<file path="config.mk">
export PLATFORM = sky130hd
export DESIGN_NAME = complex_accumulator
export DESIGN_NICKNAME = d
export VERILOG_FILES = /design/src/rtl/complex_accumulator.sv
export SDC_FILE = /design/constraint.sdc
export NUM_CORES = 1
export LEC_CHECK = 0
export BUFFER_PORTS_ARGS = -buffer_cell sky130_fd_sc_hd__clkbuf_2
export CAP_MARGIN = 20
export CELL_PAD_IN_SITES_DETAIL_PLACEMENT = 0
export CELL_PAD_IN_SITES_GLOBAL_PLACEMENT = 1
export CORE_ASPECT_RATIO = 1.1
export CORE_MARGIN = 5
export CORE_UTILIZATION = 48
export CTS_CLUSTER_SIZE = 10
export DETAILED_ROUTE_END_ITERATION = 8
export PLACE_DENSITY = 0.91
export REMOVE_ABC_BUFFERS = 1
export SYNTH_ARGS = -nofsm -noshare
export SYNTH_HDL_FRONTEND = slang
export SYNTH_SLANG_ARGS = --single-unit
</file>
<file path="constraint.sdc">
create_clock -name clk -period 7.2 [get_ports clk]
set_input_delay 1.44 -clock clk [delete_from_list [all_inputs] [get_ports clk]]
set_output_delay 1.44 -clock clk [all_outputs]
set_load 0.01 [all_outputs]
</file>
<file path="src/rtl/complex_accumulator.sv">
`default_nettype none
// ============================================================================
// Module      : complex_accumulator
// Description : Accumulates frames of up to LEN signed complex products
//               (pr, pi) into ACC_W-bit real/imaginary sums.  A frame closes
//               on in_last or on its LEN-th sample.  Each frame sum is
//               presented on a registered valid/ready output together with a
//               sticky overflow flag.  A running count of delivered frames is
//               also kept.
//               Optional macro COMPLEX_ACC_SAT_EN: each component add
//               saturates instead of wrapping modulo 2^ACC_W.
// Revision    : 1.0 - initial release
// ============================================================================
module complex_accumulator #(
    parameter int IN_W  = 64,
    parameter int ACC_W = 72,
    parameter int LEN   = 16,
    parameter int CNT_W = 8
) (
    input  logic             clk,
    input  logic             rst_n,
    input  logic             in_valid,
    output logic             in_ready,
    input  logic [IN_W-1:0]  pr,
    input  logic [IN_W-1:0]  pi,
    input  logic             in_last,
    output logic             out_valid,
    input  logic             out_ready,
    output logic [ACC_W-1:0] acc_re,
    output logic [ACC_W-1:0] acc_im,
    output logic             acc_ovf,
    output logic [CNT_W-1:0] frame_cnt
);

    // Sample counter only needs to reach LEN-1; keep at least one bit.
    localparam int                    c_SCNT_W = (LEN > 1) ? $clog2(LEN) : 1;
    localparam logic [c_SCNT_W-1:0]   c_LAST   = c_SCNT_W'(LEN - 1);

`ifdef COMPLEX_ACC_SAT_EN
    localparam logic [ACC_W-1:0]      c_MAX    = {1'b0, {(ACC_W-1){1'b1}}};
    localparam logic [ACC_W-1:0]      c_MIN    = {1'b1, {(ACC_W-1){1'b0}}};
`endif

    logic [ACC_W-1:0]    r_sum_re;
    logic [ACC_W-1:0]    r_sum_im;
    logic                r_sticky;
    logic [c_SCNT_W-1:0] r_cnt;

    logic [ACC_W-1:0]    w_re_ext;
    logic [ACC_W-1:0]    w_im_ext;
    logic [ACC_W-1:0]    w_raw_re;
    logic [ACC_W-1:0]    w_raw_im;
    logic                w_ovf_re;
    logic                w_ovf_im;
    logic [ACC_W-1:0]    w_next_re;
    logic [ACC_W-1:0]    w_next_im;
    logic                w_accept;
    logic                w_frame_end;
    logic                w_out_hs;

    // Sign-extend the products to accumulator width.
    generate
        if (ACC_W > IN_W) begin : g_sext
            assign w_re_ext = {{(ACC_W-IN_W){pr[IN_W-1]}}, pr};
            assign w_im_ext = {{(ACC_W-IN_W){pi[IN_W-1]}}, pi};
        end else begin : g_direct
            assign w_re_ext = pr;
            assign w_im_ext = pi;
        end
    endgenerate

    // Handshake decode: input side is free whenever the output slot drains.
    assign in_ready    = !out_valid || out_ready;
    assign w_accept    = in_valid && in_ready;
    assign w_frame_end = w_accept && (in_last || (r_cnt == c_LAST));
    assign w_out_hs    = out_valid && out_ready;

    // Two's-complement add; overflow when both addends agree in sign and
    // the result does not.
    assign w_raw_re = r_sum_re + w_re_ext;
    assign w_raw_im = r_sum_im + w_im_ext;
    assign w_ovf_re = (r_sum_re[ACC_W-1] == w_re_ext[ACC_W-1]) &&
                      (w_raw_re[ACC_W-1] != r_sum_re[ACC_W-1]);
    assign w_ovf_im = (r_sum_im[ACC_W-1] == w_im_ext[ACC_W-1]) &&
                      (w_raw_im[ACC_W-1] != r_sum_im[ACC_W-1]);

`ifdef COMPLEX_ACC_SAT_EN
    // On overflow clamp towards the sign of the running sum.
    assign w_next_re = w_ovf_re ? (r_sum_re[ACC_W-1] ? c_MIN : c_MAX) : w_raw_re;
    assign w_next_im = w_ovf_im ? (r_sum_im[ACC_W-1] ? c_MIN : c_MAX) : w_raw_im;
`else
    assign w_next_re = w_raw_re;
    assign w_next_im = w_raw_im;
`endif

    // Running sums, sticky overflow and sample counter; cleared at frame end.
    always_ff @(posedge clk or negedge rst_n) begin
        if (!rst_n) begin
            r_sum_re <= '0;
            r_sum_im <= '0;
            r_sticky <= 1'b0;
            r_cnt    <= '0;
        end else if (w_frame_end) begin
            r_sum_re <= '0;
            r_sum_im <= '0;
            r_sticky <= 1'b0;
            r_cnt    <= '0;
        end else if (w_accept) begin
            r_sum_re <= w_next_re;
            r_sum_im <= w_next_im;
            r_sticky <= r_sticky | w_ovf_re | w_ovf_im;
            r_cnt    <= r_cnt + c_SCNT_W'(1);
        end
    end

    // Output slot: loads at frame end, empties on handshake, else holds.
    always_ff @(posedge clk or negedge rst_n) begin
        if (!rst_n) begin
            acc_re    <= '0;
            acc_im    <= '0;
            acc_ovf   <= 1'b0;
            out_valid <= 1'b0;
        end else if (w_frame_end) begin
            acc_re    <= w_next_re;
            acc_im    <= w_next_im;
            acc_ovf   <= r_sticky | w_ovf_re | w_ovf_im;
            out_valid <= 1'b1;
        end else if (w_out_hs) begin
            out_valid <= 1'b0;
        end
    end

    // Delivered-frame counter, wrapping naturally at 2^CNT_W.
    always_ff @(posedge clk or negedge rst_n) begin
        if (!rst_n) begin
            frame_cnt <= '0;
        end else if (w_out_hs) begin
            frame_cnt <= frame_cnt + CNT_W'(1);
        end
    end

endmodule
`default_nettype wire

</file>
# Yosys cells after proc, flatten, opt, wreduce, memory -nomap -nowiden
# Cells that the tools add are included.
[word_totals]
latchBits = 0
mem_count = 0
ff_bits = 303
mem_bits_ro = 0
ramBits = 0
[op_classes]
n_bitwise = 2
n_shift = 0
mul = 0
addsub = 4
div = 0
n_eq_ne = 5
order_cmp = 0
n_reduce_logical = 10
mux = 10
[ops]
columns = ["op", "n"]
rows = [
  ["$mux 72", 4],
  ["$add 72x72->72", 2],
  ["$add 8x1->8 const B", 1],
  ["$mux 4", 2],
  ["$logic_and 1x1->1", 5],
  ["$add 4x1->4 const B", 1],
  ["$eq 4x4->1 const B", 1],
  ["$mux 1", 4],
  ["$reduce_bool 2->1", 2],
  ["$eq 1x1->1", 2],
  ["$logic_or 1x1->1", 2],
  ["$ne 1x1->1", 2],
  ["$or 1x1->1", 2],
  ["$logic_not 1->1", 1],
]

# Logic depth before layout (Yosys ltp)
# Gate-level depths: netlist (run 1).
[depth]
ltp_word = 7
ltp_mapped = 13

# Worst setup path before layout (run 1)
# No wires, ideal clock.
[synth_timing]
path_type = "input-to-reg"
start = "input pi[0]"
end = "register acc_im[40]"
n_path_buf = 0
arrival_time_ns = 4.015
path_stages = 13
setup_slack_ns = 3.061
setup_ns = 0.125
required_ns = 7.075
cell_sequence = "ha_1 inv_1 fa_1 nor2b_1 o2111ai_1 a21boi_1 o21ai_0 a2111oi_1 nor2_1 o21bai_1 a21boi_0 xnor2_1 mux2_2"
[synth_between]
elab_chain_len = 1
[synth_lines]
columns = ["item", "line", "source"]
rows = [
  ["start, declared", "25", "input logic [IN_W-1:0] pi,"],
  ["$add 72x72->72", "81", "assign w_raw_im = r_sum_im + w_im_ext;"],
  ["end signal, assigned", "125", "acc_im <= w_next_im;"],
  ["end, declared", "30", "output logic [ACC_W-1:0] acc_im,"],
]
# Every way passes these cells.
# A chain may end at the register's enable or synchronous reset.

# Worst setup path after layout (run 1)
[layout_timing]
start = "input pi[0]"
end = "register acc_im[60]"
# The elaborated chain is that of the path after synthesis.

==> flow_summary.ini, run 1 <==
[pwr]
ir_drop_mv = 0.232
power_frac_clock = 0.166
p_leak_nw = 11.2
p_sw_frac = 0.447
seqPwrFrac = 0.277
power.switching_mw = 4.77
combPwrFrac = 0.557
powerDensity_nw_per_um2 = 468
p_int_mw = 5.89

[grt]
grt_pass1_vias = 18200
grt_pass1_wl_mm = 96.8
grt.overflow.total = 0
grtUsageTotal = 0.261
antenna_found_initial = 1
grt_max_degree = 156

[setup_path]
cp_slowest_stage_delay_ns = 0.85
critPathCaptureType = flop
crit_chain = clkbuf_2, ha_1, inv_1, fa_1, nor2b_1, o2111ai_1, a21boi_1, o21ai_0, a2111oi_1, o211ai_1, a21oi_1, a21oi_1, xnor2_1, mux2_2
path_class = in -> reg
reg2reg_slack_ns = 3.00
required_ns = 7.64
worstPathMaxFanout = 3
crit_slowest_cell = a2111oi_1
path_common_cell = a21oi_1
rr_worst_depth = 13
cp.arrival_ns = 5.25
startpoint_type = input port

[cts]
numCtsBuffers = 38
cts_resized = 0
clk_pin_slew_ns = 0.06
htreeDepth = 2
cts_hold_buf = 0
ctsRootBufferMaster = clkbuf_16
clockBufferDepth = 3
cts_tree = done
clkSinkCount = 303
clk_latency_ns = 0.57
post_cts_buffers = 0

[placement]
dpl-instance-area_um2 = 21700
gp_congestion = 0.910
dp_hpwl_mm = 45.1
dp_cells = 2971
io_buffers = 287

[detailed_routing]
ant_nets = 0
drc_errors = 0
via_per_inst = 5.86
num_vias = 17700
wl_per_cell_um = 20.0
dr.pass1.iters = 6
drt-total-wl_mm = 60.5
first_iter_violations = 1071

[logic_synthesis]
synthTopCellsByArea = dfrtp_1, ha_1, nand2_1
avgSynthCellArea_um2 = 8.90
synth_top_area_share = 0.382
async_flop_share = 1.00
synthesis.instances = 2230
synth_edf_count = 0
synth_top_area_cell = dfrtp_1
ys_types = 77
syn-cell-area_um2 = 19800
synth_seq_area_share = 0.382
ys_seq_elements = 303
yosys_warnings = 0
synthFlopType = dfrtp_1

[cells_and_area]
final_area_um2 = 22800
layout_common_cells = nand2_1, dfrtp_1, clkbuf_2, a21oi_1, ha_1
drive_above_1_share = 0.180
final_cells = 3024
layout_commonest_cell = nand2_1
final_net_count = 2730
area_delta_synth_final_pct = 14.8

[timing]
period_needed_ns = 4.80
setup_viol = 0
hold_violations = 0
fin_crit_sh = 0.667
fmax_ghz = 0.208
whs_ns = 0.471
rsz0062_at_grt = no
fin_skew_ns = 0.0181
slew_headroom = 0.274
slew_violations = 0
worstMarginPinSlew_ns = 1.09

[floorplan]
row_count = 78
die_area_um2 = 45500
ios = 288
die_w_um = 204
start_util = 0.483
dieHeight_um = 223
core_area_um2 = 41100

[flow_run]
drv_cap = 0

[run_status]
status = completed

[hold_path]
min_path_cells = 2
holdCritPathClass = reg -> reg
[sequential cells by signal, indices dropped and copies added (netlist names)]
| register | flops |
|---|---|
| acc_ovf | 1 |
| out_valid | 1 |
| r_sticky | 1 |
| r_cnt | 4 |
| acc_re | 72 |
| r_sum_re | 72 |
| r_sum_im | 72 |
| frame_cnt | 8 |
| acc_im | 72 |
[synth_stat cells (all sizes together), types with 7 or more instances]
library cell    n
mux2           52
nand2         391
ha            144
nor3           16
and3           14
nand3          27
nor2          111
nand2b         11
a22o          112
a31oi          20
dfrtp         303
and2           21
or2             8
or3            10
nand4          59
inv            54
a21oi         193
nor4            7
o211ai         10
o21a           18
o21bai         43
xnor2          90
a211oi         15
a31o           17
xor2           54
o2111ai         7
o31ai          17
a21o           69
nor2b          12
buf             8
clkbuf        107
o21ai         148
a21boi         11
[stage by stage]
step                 util  total power [mW]  TNS, ns  setup WS (ns)
floorplan               -              7.08  -362.65          -2.19
global placement    0.528              8.76        0           1.98
detailed placement  0.528              8.85        0           1.97
CTS                 0.554              10.7        0           2.50
global route        0.554              11.5        0           2.33
finish              0.554              10.7        0           2.40
[final timing paths]
kind / from / endpoint
max in group asynchronous: rst_n / acc_im[9]$_DFFE_PN0P_
min in group asynchronous: rst_n / acc_im[59]$_DFFE_PN0P_
max reg2reg: r_sum_im[0]$_DFFE_PN0P_ / acc_im[60]$_DFFE_PN0P_
max: pi[0] / acc_im[60]$_DFFE_PN0P_
min: acc_re[49]$_DFFE_PN0P_ / acc_re[49]$_DFFE_PN0P_
min reg2reg: acc_re[49]$_DFFE_PN0P_ / acc_re[49]$_DFFE_PN0P_
[area by class of cell]
| type | instances | area (um2) |
|---|---|---|
| antenna | 1 | 2.50 |
| timing repair buffer | 296 | 1540 |
| inverter | 54 | 203 |
| fill | 3815 | 18300 |
| multi-input combinational | 1758 | 11700 |
| clock inverter | 5 | 30.0 |
| clock buffer | 47 | 1070 |
| sequential | 303 | 7580 |
| tap | 560 | 701 |
[cells by family (layout without fill, tap and decap cells)]
group / after synthesis / count (layout) / share of synthesized area
AOI/OAI and AO/OA: 718 / 718 / 0.242
xor gates and xnor gates: 144 / 144 / 0.0636
adders and majority gates: 146 / 146 / 0.0928
DFF: 303 / 303 / 0.382
buffers and inverters: 169 / 402 / 0.0325
and+or+nand+nor: 697 / 697 / 0.157
other: 0 / 1 / 0
muxes: 53 / 53 / 0.0302
[power groups by stage]
stage / Clock, mW / Combinational, mW / Sequential (mW)
final: 1.77 / 5.94 / 2.95
after global routing: 1.87 / 6.55 / 3.04
after CTS: 1.81 / 5.92 / 2.95
after detailed placement: 0 / 5.88 / 2.96
after global placement: 0 / 5.83 / 2.94
after floorplan: 0 / 4.02 / 3.05
[critical path: cells and delay by family]
| kind | cells | cell delay (ns) |
|---|---|---|
| AO/OA/AOI/OAI | 7 | 2.31 |
| adder cells (fa/ha/maj) | 2 | 0.67 |
| multiplexers | 1 | 0.28 |
| AND/OR/NAND/NOR | 1 | 0.20 |
| XOR/XNOR | 1 | 0.18 |
| buffers and inverters | 2 | 0.17 |
[routing by layer]
metal	track usage	vias to the layer above	wire (um)	share of wire
met3	0.0366	112	3240	0.054
met1	0.343	8593	26200	0.43
met2	0.442	525	29100	0.48
met5	0	-	0	0
met4	0.0916	0	2010	0.033
li1	-	8485	-	-
Note: power is estimated with default switching activity, not from simulation.
==> inputs of run 2 (changes only) <==
--- a/config.mk
+++ b/config.mk
@@ -5,16 +5,17 @@
 export SDC_FILE = /design/constraint.sdc
 export NUM_CORES = 1
 export LEC_CHECK = 0
+export ABC_AREA = 1
 export BUFFER_PORTS_ARGS = -buffer_cell sky130_fd_sc_hd__clkbuf_2
 export CAP_MARGIN = 20
 export CELL_PAD_IN_SITES_DETAIL_PLACEMENT = 0
 export CELL_PAD_IN_SITES_GLOBAL_PLACEMENT = 1
 export CORE_ASPECT_RATIO = 1.1
 export CORE_MARGIN = 5
-export CORE_UTILIZATION = 48
+export CORE_UTILIZATION = 38
 export CTS_CLUSTER_SIZE = 10
 export DETAILED_ROUTE_END_ITERATION = 8
-export PLACE_DENSITY = 0.91
+export PLACE_DENSITY = 0.81
 export REMOVE_ABC_BUFFERS = 1
 export SYNTH_ARGS = -nofsm -noshare
 export SYNTH_HDL_FRONTEND = slang
==> constraint.sdc (replaced) <==
create_clock -name clk -period 4 [get_ports clk]
set_input_delay 0.8 -clock clk [delete_from_list [all_inputs] [get_ports clk]]
set_output_delay 0.8 -clock clk [all_outputs]
set_load 0.01 [all_outputs]
==> run 2 against run 1 <==
  * Non-clock buffer count up 3
  * Sequential power up 76%
  * Clock-buffer cell count up 4
  * First-iteration DRC count up 58%
  * Critical path type is now reg -> reg
==> flow_summary.ini, run 2 <==
[placement]
dp_cells = 4269
gp_congestion = 0.976
dp_hpwl_mm = 66.8
io_buffers = 287
dpl-instance-area_um2 = 24500

[hold_path]
holdCritPathClass = in -> async

[grt]
grtUsageTotal = 0.259
grt_pass1_vias = 22400
grt_pass1_wl_mm = 128
grt_max_degree = 206
antenna_found_initial = 0
grt.overflow.total = 0

[pwr]
powerDensity_nw_per_um2 = 734
fin_total_pwr_mw = 18.9
p_leak_nw = 13.2
ir_drop_mv = 0.323

[cts]
numCtsBuffers = 39
clk_pin_slew_ns = 0.06
htreeDepth = 2
clockBufferDepth = 3
cts_tree = done
ctsRootBufferMaster = clkbuf_16
clk_latency_ns = 0.57
clkSinkCount = 303
cts_resized = 0
cts_hold_buf = 0
post_cts_buffers = 0

[floorplan]
dieHeight_um = 263
ios = 288
core_area_um2 = 57600
die_w_um = 240
start_util = 0.385
row_count = 92
die_area_um2 = 63300

[logic_synthesis]
async_flop_share = 1.00
synth_top_area_share = 0.342
synth_seq_area_share = 0.342
synth_top_area_cell = dfrtp_1
yosys-top-cells-count = nand2_1, inv_1, nor2_1
avgSynthCellArea_um2 = 6.76
synthesis.instances = 3280
synthFlopType = dfrtp_1
synth_most_common_cell = nand2_1
ys_seq_elements = 303
ys_types = 47
yosys_warnings = 0
syn-cell-area_um2 = 22200
synth_edf_count = 0
synthTopCellsByArea = dfrtp_1, nand2_1, ha_1

[cells_and_area]
final_area_um2 = 25700
layout_commonest_cell = nand2_1
final_net_count = 3837
layout_common_cells = nand2_1, inv_1, nor2_1, dfrtp_1, clkbuf_2
antenna_cells = 0
final_cells = 4328
drive_above_1_share = 0.120
area_delta_synth_final_pct = 16.1

[setup_path]
required_ns = 4.44
path_class = reg -> reg
cp.arrival_ns = 3.32
startpoint_type = flop
worstPathMaxFanout = 4
reg2reg_slack_ns = 1.12
critPathCaptureType = flop

[timing]
period_needed_ns = 2.88
hold_violations = 0
slew_violations = 0
worstMarginPinSlew_ns = 0.900
setup_viol = 0
fin_crit_sh = 0.719
setup_tns_ns = 0
rsz0062_at_grt = no
fmax_ghz = 0.348
slew_headroom = 0.400
fin_skew_ns = 0.0279

[detailed_routing]
wl_per_cell_um = 19.4
num_vias = 22400
dr.pass1.iters = 6
ant_nets = 0
via_per_inst = 5.17
drc_errors = 0
drt-total-wl_mm = 83.8
first_iter_violations = 1693

[run_status]
status = completed

[flow_run]
drv_cap = 0
-- run 2: cell count changes in the layout (fill, tap and decap cells not counted), sizes merged, moves of 28 or more --
cell / change
nand3b: +38
nand3: +195
nor2: +231
xnor2: -43
nand2: +696
inv: +303
o21ai: +97
nand4: -39
xor2: -28
mux2: -52
a22o: -107
a21oi: +29
a21o: -52
-- run 2: power by group --
group	total, mW	internal, mW	switching (mW)
sequential	5.20	4.34	0.862
clock	3.50	2.09	1.41
combinational	10.2	3.43	6.76
total	18.9	9.86	9.03
-- run 2: cell type report --
class | count | area (um2)
clock buffer | 51 | 1090
clock inverter | 8 | 130
fill | 6260 | 31800
inverter | 356 | 1340
multi-input combinational | 2559 | 13000
sequential | 303 | 7580
tap | 752 | 941
timing repair buffer | 299 | 1650
-- run 2: cell families (layout without fill, tap and decap cells) --
group	count (synthesis)	after routing	share of synthesized area
AOI/OAI and AO/OA	558	558	0.139
xor gates and xnor gates	73	73	0.0288
adders and majority gates	146	146	0.0831
buffers and inverters	418	714	0.0718
DFF	303	303	0.342
and+or+nand+nor	1782	1782	0.335
-- run 2: path summary, 6_finish.rpt --
path,start,to,cells after the start
setup / recovery,r_sum_re[0]$_DFFE_PN0P_,r_sum_re[62]$_DFFE_PN0P_,17
setup reg to reg,r_sum_re[0]$_DFFE_PN0P_,r_sum_re[62]$_DFFE_PN0P_,17
hold / removal,rst_n,frame_cnt[6]$_DFFE_PN0P_,1
hold reg to reg,acc_im[69]$_DFFE_PN0P_,acc_im[69]$_DFFE_PN0P_,2
max in group asynchronous,rst_n,r_sum_im[52]$_DFFE_PN0P_,2
min in group clk,acc_im[69]$_DFFE_PN0P_,acc_im[69]$_DFFE_PN0P_,2
-- run 2: critical path: stages (launching register included) --
cell and delay (ns):
dfrtp_1 0.34, ha_1 0.29, inv_1 0.09, fa_1 0.41, inv_1 0.10, nand3_1 0.08, nand2_2 0.13, nand2_1 0.06
nand2_1 0.16, nand3_1 0.11, nand3_2 0.12, nand2_1 0.07, nand2_1 0.26, nand4_1 0.21, nand2_1 0.11, nand2_1 0.07
nand3_1 0.07, nand2_1 0.05
-- run 2: metal layers --
| layer | global-route usage | vias to the layer above | share of wire |
|---|---|---|---|
| met5 | 0 | - | 0 |
| met1 | 0.327 | 10400 | 0.41 |
| met2 | 0.452 | 672 | 0.49 |
| li1 | - | 11200 | - |
| met3 | 0.0346 | 147 | 0.056 |
| met4 | 0.0894 | 0 | 0.041 |
-- run 2: metrics by stage --
stage	hold slack, ns	setup slack (ns)	utilization
2_1_floorplan	0.449	-4.58	-
3_3_place_gp	0.462	0.590	0.426
3_5_place_dp	0.464	0.565	0.426
4_1_cts	0.263	1.08	0.447
5_1_grt	0.303	0.881	0.447
6_report	0.226	1.12	0.447
==> inputs of run 3 (changes only) <==
==> constraint.sdc (replaced) <==
create_clock -name clk -period 2.5 [get_ports clk]
set_input_delay 0.5 -clock clk [delete_from_list [all_inputs] [get_ports clk]]
set_output_delay 0.5 -clock clk [all_outputs]
set_load 0.01 [all_outputs]
==> run 3 against run 2 <==
  * Non-clock buffer count grew 560
  * Register-to-register slack lost 1.0 ns
  * Critical path type unchanged
  * Largest power group unchanged
  * Maximum frequency grew 20%
==> flow_summary.ini, run 3 (same netlist as run 2, synthesis figures left out) <==
[run_status]
status = completed

[cts]
clk_latency_ns = 0.58
clk_pin_slew_ns = 0.06
htreeDepth = 2
ctsRootBufferMaster = clkbuf_16
cts_tree = done
clkSinkCount = 303
clockBufferDepth = 3
numCtsBuffers = 39

[flow_run]
drv_cap = 0

[detailed_routing]
wl_per_cell_um = 18.2
dr.pass1.iters = 5
ant_nets = 0
via_per_inst = 4.99
drc_errors = 0
num_vias = 24400
first_iter_violations = 1411
drt-total-wl_mm = 88.8

[setup_path]
cp.arrival_ns = 2.87
reg2reg_slack_ns = 0.09
crit_chain = ha_1, or2_1, nand3_1, nand2_2, nand2_1, nand2_1, buf_4, nand2_1, nand2_1, nand3_1, nand2_1, or2_1, nand3_1, nand2_1
critPathCapture = acc_im[51]$_DFFE_PN0P_
critPathCaptureType = flop
path_class = reg -> reg
rr_worst_depth = 14
worstPathMaxFanout = 4
r2r-end = acc_im[51]$_DFFE_PN0P_
r2r-start = r_sum_im[2]$_DFFE_PN0P_
cp_slowest_stage_delay_ns = 0.39
path_common_cell = nand2_1
startpoint_type = flop
crit_start = r_sum_im[2]$_DFFE_PN0P_
crit_slowest_cell = dfrtp_1
required_ns = 2.96

[hold_path]
holdCritPathClass = in -> reg

[cells_and_area]
antenna_cells = 0
area_delta_synth_final_pct = 41.9
utilization = 0.546
fillerInstances = 5810
layout_common_cells = nand2_1, buf_4, inv_1, dfrtp_1, clkbuf_2
multiInputGateArea_um2 = 14500
drive_above_1_share = 0.302
seqCellArea_um2 = 7580
final_net_count = 4397
layout_commonest_cell = nand2_1

[timing]
fmax_ghz = 0.416
fin_crit_sh = 0.962
period_needed_ns = 2.41
slew_violations = 0
setup_ws_ns = 0.0940
hold_violations = 0
whs_ns = 0.236
setup_viol = 0
worstMarginPinSlew_ns = 0.663
slew_headroom = 0.558
rsz0062_at_grt = yes
setup_tns_ns = 0
fin_skew_ns = 0.0222

[floorplan]
dieHeight_um = 263
ios = 288
die_w_um = 240
row_count = 92
core_area_um2 = 57600
start_util = 0.385
die_area_um2 = 63300

[placement]
dp_slack_ns = -0.352
gp_congestion = 0.981
io_buffers = 287
dp_hpwl_mm = 71.7

[grt]
grtUsageTotal = 0.271
grt.overflow.total = 0
grt_max_degree = 131
grt_pass1_vias = 24500
antenna_found_initial = 1
grt_pass1_wl_mm = 135

[pwr]
powerDensity_nw_per_um2 = 1160
fin_total_pwr_mw = 36.4
ir_drop_mv = 0.759
p_leak_nw = 16.0
[run 3: cell count changes in the layout (fill, tap and decap cells not counted), moves of 37 or more]
cell and change:
a21oi_1 -56, a21oi_2 +54, buf_4 +555, ha_1 -60, ha_4 +45, nand2_1 -40, nor2_1 -51, nor2_2 +39
o21ai_0 -44, o21ai_1 +37
[run 3: worst min-delay path by stage]
stage                              from                       end  cells after the start
2_1_floorplan                     rst_n     acc_im[0]$_DFFE_PN0P_                      0
3_3_place_gp   frame_cnt[7]$_DFFE_PN0P_  frame_cnt[7]$_DFFE_PN0P_                      1
3_5_place_dp     acc_im[44]$_DFFE_PN0P_    acc_im[44]$_DFFE_PN0P_                      2
4_1_cts                       out_ready  frame_cnt[0]$_DFFE_PN0P_                      3
5_1_grt                       out_ready  frame_cnt[0]$_DFFE_PN0P_                      3
6_report                      out_ready  frame_cnt[0]$_DFFE_PN0P_                      3
[run 3: power breakdown]
group | internal [mW] | switching (mW) | total, mW | leakage, nW
combinational | 10.0 | 12.4 | 22.4 | 11.6
clock | 3.28 | 2.28 | 5.56 | 0.586
sequential | 6.94 | 1.46 | 8.40 | 3.84
total | 20.2 | 16.1 | 36.4 | 16.0
[run 3: area by class of cell]
type,instances,area share
Multi-Input combinational cell,2559,0.461
Sequential cell,303,0.241
Timing Repair Buffer,859,0.188
Inverter,356,0.0425
Clock buffer,48,0.0337
Tap cell,752,0.0299
Clock inverter,9,0.00438
[run 3: timing repair]
item                                   in CTS  in global routing
resized for setup                          26                321
setup buffers                               1                 20
setup endpoints to repair                  56                182
hold buffers                                1                  0
pin swaps                                   2                 41
endpoints found under the hold margin      48                  0
[run 3: metrics by stage]
stage	area [um2]	std cells
global placement	28600	4807
finish	31400	4886
global route	31400	4886
detailed placement	28600	4807
floorplan	21900	3218
CTS	29900	4866
[run 3: routing by layer]
layer  vias up  share of wire  GRT usage
met4         2          0.036     0.0798
met2       554           0.50      0.481
li1      12300              -          -
met1     11400           0.42      0.343
met3       143          0.043     0.0342
met5         -        0.00012          0
[run 3: worst max-delay path, delay by kind of cell (launching register included)]
family / cells / cell delay, ns
adder cells (fa/ha/maj): 1 / 0.33
flip-flops: 1 / 0.39
AND/OR/NAND/NOR: 12 / 1.40
buffers and inverters: 1 / 0.16
